[src/rtl/instr_fetch.sv]
// instr_fetch: instruction fetch sequencer between instruction memory and the IR.
// Reads the word at the PC (or at a jump target) and tolerates any memory latency.
// The word is then presented on InstEntrada with a one-cycle IRIn strobe, and the PC advances.
//
// Ports:
//   Clock, Resetn        clock, asynchronous active-low reset
//   FetchReq             fetch request from the control unit (sampled in IDLE only)
//   JumpEn, JumpAddr     load PC from JumpAddr (IDLE only)
//   MemAddr, MemRd       registered read address and one-cycle read strobe
//   MemData, MemReady    returned instruction word and its valid flag
//   InstEntrada, IRIn    registered instruction and IR load pulse
//   PC, Busy, Fault      program counter, not-IDLE flag, memory timeout flag
//
// Optional feature: define FETCH_TIMEOUT_EN to abort a WAIT after TIMEOUT cycles.
// An aborted WAIT sets a sticky Fault.

module instr_fetch #(
    parameter int unsigned n        = 10,
    parameter int unsigned A        = 8,
    parameter int unsigned RESET_PC = 0,
    parameter int unsigned TIMEOUT  = 15
) (
    input  logic         Clock,
    input  logic         Resetn,
    input  logic         FetchReq,
    input  logic         JumpEn,
    input  logic [A-1:0] JumpAddr,
    output logic [A-1:0] MemAddr,
    output logic         MemRd,
    input  logic [n-1:0] MemData,
    input  logic         MemReady,
    output logic [n-1:0] InstEntrada,
    output logic         IRIn,
    output logic [A-1:0] PC,
    output logic         Busy,
    output logic         Fault
);

    typedef enum logic [1:0] {S_IDLE, S_ISSUE, S_WAIT, S_LOAD} state_t;

    state_t         state_q, state_d;
    logic [A-1:0]   pc_q, pc_d;
    logic [A-1:0]   mem_addr_q, mem_addr_d;
    logic [n-1:0]   inst_q, inst_d;
    logic           mem_rd_q, mem_rd_d;
    logic           ir_in_q, ir_in_d;
    logic           busy_q, busy_d;

`ifdef FETCH_TIMEOUT_EN
    localparam int unsigned CNT_W = (TIMEOUT < 2) ? 1 : $clog2(TIMEOUT + 1);
    logic [CNT_W-1:0] wait_cnt_q, wait_cnt_d;
    logic             fault_q, fault_d;
    logic             expired;

    assign expired = (wait_cnt_q == CNT_W'(TIMEOUT - 1));
`endif

    // State and registered outputs
    always_ff @(posedge Clock or negedge Resetn) begin
        if (!Resetn) begin
            state_q    <= S_IDLE;
            pc_q       <= A'(RESET_PC);
            mem_addr_q <= A'(RESET_PC);
            inst_q     <= '0;
            mem_rd_q   <= 1'b0;
            ir_in_q    <= 1'b0;
            busy_q     <= 1'b0;
`ifdef FETCH_TIMEOUT_EN
            wait_cnt_q <= '0;
            fault_q    <= 1'b0;
`endif
        end else begin
            state_q    <= state_d;
            pc_q       <= pc_d;
            mem_addr_q <= mem_addr_d;
            inst_q     <= inst_d;
            mem_rd_q   <= mem_rd_d;
            ir_in_q    <= ir_in_d;
            busy_q     <= busy_d;
`ifdef FETCH_TIMEOUT_EN
            wait_cnt_q <= wait_cnt_d;
            fault_q    <= fault_d;
`endif
        end
    end

    // Next-state logic
    always_comb begin
        state_d = state_q;
        case (state_q)
            S_IDLE:  if (FetchReq) state_d = S_ISSUE;
            S_ISSUE: state_d = S_WAIT;
            S_WAIT: begin
                if (MemReady) begin
                    state_d = S_LOAD;
`ifdef FETCH_TIMEOUT_EN
                end else if (expired) begin
                    state_d = S_IDLE;
`endif
                end
            end
            S_LOAD:  state_d = S_IDLE;
            default: state_d = S_IDLE;
        endcase
    end

    // Output/datapath next values; strobes follow the state being entered so they align with it
    always_comb begin
        pc_d       = pc_q;
        mem_addr_d = mem_addr_q;
        inst_d     = inst_q;
        mem_rd_d   = (state_d == S_ISSUE);
        ir_in_d    = (state_d == S_LOAD);
        busy_d     = (state_d != S_IDLE);
`ifdef FETCH_TIMEOUT_EN
        wait_cnt_d = wait_cnt_q;
        fault_d    = fault_q;
        if (state_d == S_ISSUE) fault_d = 1'b0;
        if (state_q == S_ISSUE) wait_cnt_d = '0;
`endif
        case (state_q)
            S_IDLE: begin
                if (JumpEn) pc_d = JumpAddr;
                // A simultaneous jump redirects this fetch to the jump target
                if (FetchReq) mem_addr_d = JumpEn ? JumpAddr : pc_q;
            end
            S_WAIT: begin
                if (MemReady) begin
                    inst_d = MemData;
                    pc_d   = pc_q + A'(1);
`ifdef FETCH_TIMEOUT_EN
                end else if (expired) begin
                    fault_d = 1'b1;
                end else begin
                    wait_cnt_d = wait_cnt_q + CNT_W'(1);
`endif
                end
            end
            default: ;
        endcase
    end

    assign MemAddr     = mem_addr_q;
    assign MemRd       = mem_rd_q;
    assign InstEntrada = inst_q;
    assign IRIn        = ir_in_q;
    assign PC          = pc_q;
    assign Busy        = busy_q;
`ifdef FETCH_TIMEOUT_EN
    assign Fault       = fault_q;
`else
    logic [31:0] unused_timeout;
    assign unused_timeout = 32'(TIMEOUT);
    assign Fault          = 1'b0;
`endif

endmodule

[config.mk]
export PLATFORM = sky130hd
export DESIGN_NAME = instr_fetch
export DESIGN_NICKNAME = d
export VERILOG_FILES = /design/src/rtl/instr_fetch.sv
export SDC_FILE = /design/constraint.sdc
export NUM_CORES = 1
export LEC_CHECK = 0
export CORE_MARGIN = 1
export CORE_UTILIZATION = 46
export CTS_BUF_LIST = sky130_fd_sc_hd__clkbuf_8
export CTS_CLUSTER_DIAMETER = 120
export DETAILED_ROUTE_END_ITERATION = 7
export PLACE_DENSITY = 0.89
export SLEW_MARGIN = 20
export SYNTH_ARGS = -nofsm -noshare
export SYNTH_HDL_FRONTEND = slang
export SYNTH_SLANG_ARGS = --single-unit
[constraint.sdc]
create_clock -name Clock -period 2.29 [get_ports Clock]
set_input_delay 0.3435 -clock Clock [delete_from_list [all_inputs] [get_ports Clock]]
set_output_delay 0.3435 -clock Clock [all_outputs]
set_load 0.1 [all_outputs]
==> qor.csv <==
stage,metric,value,unit
run_status,status,finished clean,
clock_tree,cts_tree,done,
sta,tightest_slew,0.521,ns
logic_synthesis,synthFlopType,dfrtp_1,
global_route,grt_overflow,0,
global_route,grt_start_max_net_pins,32,
logic_synthesis,synth_nets,156,
sta,setup_violations,0,
logic_synthesis,synth_area_leaders,"dfrtp_1 53%, mux2_2 10%, mux2i_1 4.8%",
logic_synthesis,ys_warn_count,0,
job,drv_cap,0,
sta,maxSlewHeadroom,65.2,%
logic_synthesis,ys_ff_latch,31,
clock_tree,htreeDepth,2,
logic_synthesis,syn_area,1470,sq um
clock_tree,clk_latency,0.28,ns
place,dp_hpwl,2450,um
clock_tree,post-cts-setup-buffers,0,
logic_synthesis,synth_edf_count,0,
sta,hold_violations,0,
critical_path,crit_type,reg2reg,
critical_path,crit_required,2.45,ns
clock_tree,clock_sinks,31,
floorplanning,die_height,58.5,um
logic_synthesis,yosysTopAreaCell,dfrtp_1,
sta,finClkSkew,0.00466,ns
clock_tree,cts_buffer_depth,2,
clock_tree,cts_resized,0,
detailed_routing,ant_nets,0,
finish,insertedDiodeCount,0,
finish,area_delta_synth_final,38.0,%
logic_synthesis,synth.most_common_cell,dfrtp_1,
min_path,hold_path_class,in2async,
global_route,grt_pass1_wl,5350,um
floorplanning,start_util,48.4,%
place,gp_congestion,0.832,
critical_path,startpoint_type,flop,
clock_tree,ctsRootBufferMaster,clkbuf_8,
logic_synthesis,synthAdderAreaFrac,2.56,%
logic_synthesis,synthSimpleGateAreaFrac,13.0,%
finish,stdcell_area,2020,sq um
global_route,grt_pass1_vias,1192,
clock_tree,path_clk_slew,0.06,ns
critical_path,crit_fanout,16,
finish,layout-drive-gt1-share,28.8,%
logic_synthesis,synth_xor_area_share,0,%
floorplanning,core_area,3030,sq um
logic_synthesis,synth_cell_types,34,
critical_path,critPathCaptureType,flop,
sta,maxSlewViolCount,0,
logic_synthesis,synth_commonest_cells,"31 x dfrtp_1, 13 x mux2_2, 10 x a21oi_1, 8 x nor2_1, 7 x mux2i_1",
critical_path,reg2reg_from,state_q[0],
detailed_routing,detail_route.drc_violations,0,
floorplanning,rows,20,
logic_synthesis,synth_cells,130,
logic_synthesis,avgSynthCellArea,11.3,sq um
logic_synthesis,synth.mux.area_fraction,14.8,%
clock_tree,ctsHoldBuffers,0,
place,dp_cells,220,
sta,clock.fmax,542,MHz
clock_tree,cts_buffers,5,
critical_path,reg2regPathDepth,5,
logic_synthesis,synth_top_area_share,52.9,%
global_route,antenna_found_initial,0,
sta,final.period_utilization,80.6,%
logic_synthesis,synth_top_family_by_area,multiplexers,
sta,rsz0062_at_grt,no,
floorplanning,io_pins,53,
finish,layoutNonFillerInstCount,228,
detailed_routing,totalWireLength,3280,um
critical_path,worstSetupStartpoint,state_q[0],
critical_path,arrival,2.01,ns
global_route,track_usage,22.0,%
detailed_routing,wl_per_cell,14.4,um
place,placed_area,1940,sq um
sta,fin_setup_tns,0,ns
floorplanning,fp.dieW,58.5,um
logic_synthesis,synth-compound-area-share,12.8,%
logic_synthesis,seq_area_frac_synth,52.9,%
finish,fin_nets,209,
detailed_routing,dr.pass1.iters,4,
logic_synthesis,async_flop_share,100,%
detailed_routing,viasPerCell,5.29,
finish,final_util,66.8,%
sta,fin_crit,1.85,ns
place,io_buffers,51,
detailed_routing,drtIter0Drc,24,
floorplanning,die_area,3420,sq um
detailed_routing,vias,1207,
path summary, 6_finish.rpt:
| kind | endpoint | slack, ns |
|---|---|---|
| setup / recovery | Busy | 0.44 |
| hold / removal | MemAddr[0] | 0.45 |
| setup reg to reg | Busy | 0.44 |
| hold reg to reg | InstEntrada[0] | 0.51 |
| max in group asynchronous | IRIn | 1.55 |
| min in group Clock | InstEntrada[0] | 0.51 |
kinds of logic after synthesis:
logic type	after synthesis
buffers and inverters	12
flip-flops	31
AO/OA/AOI/OAI	29
other	1
AND/OR/NAND/NOR	34
multiplexers	20
adder cells (fa/ha/maj)	3
placed cells by master (no fill, tap or decap), drive strengths merged, types with 3 or more instances in the layout:
master and instances:
clkdlybuf4s50 22, nor2b 3, and2 3, inv 6, and3 3, ha 3
mux2 13, buf 32, a21oi 10, dfrtp 31, nand2 6, clkbuf 5
nor2 8, mux2i 7, a31oi 4, nand3 4
metrics by stage:
step                      setup WS, ns  hold slack (ns)
final                            0.444            0.455
after global routing             0.346            0.489
after CTS                        0.436            0.472
after detailed placement         0.335            0.497
after global placement           0.395            0.494
after floorplan                  0.249           0.0479
layer usage:
layer	global-route usage (%)	up-vias	part of all wire [%]
li1	-	574	-
met1	23.8	573	39
met2	39.2	55	52
met3	7.69	5	7.5
met4	8.84	0	1.5
met5	0	-	0
critical path, stage by stage, from the launching register on:
cell and delay [ns]:
dfrtp_1 0.35, inv_1 0.06, ha_1 0.30, and2_1 0.36, o32a_1 0.43, or2_1 0.22
registers in the layout, summed over array words and instances (netlist names):
name and count:
MemRd 1, InstEntrada 10, MemAddr 8, state_q 2
IRIn 1, Busy 1, PC 8
area by class of cell:
cell class / instances / area (sq um)
Clock buffer: 5 / 68.8
Clock inverter: 3 / 12.5
Fill cell: 253 / 1000
Inverter: 4 / 15.0
Multi-Input combinational cell: 87 / 636
Sequential cell: 31 / 776
Tap cell: 44 / 55.1
Timing Repair Buffer: 54 / 460
Power is left out: the tool's default activity adds up to more than one toggle a clock period on the data nets, which glitch-free logic cannot reach.
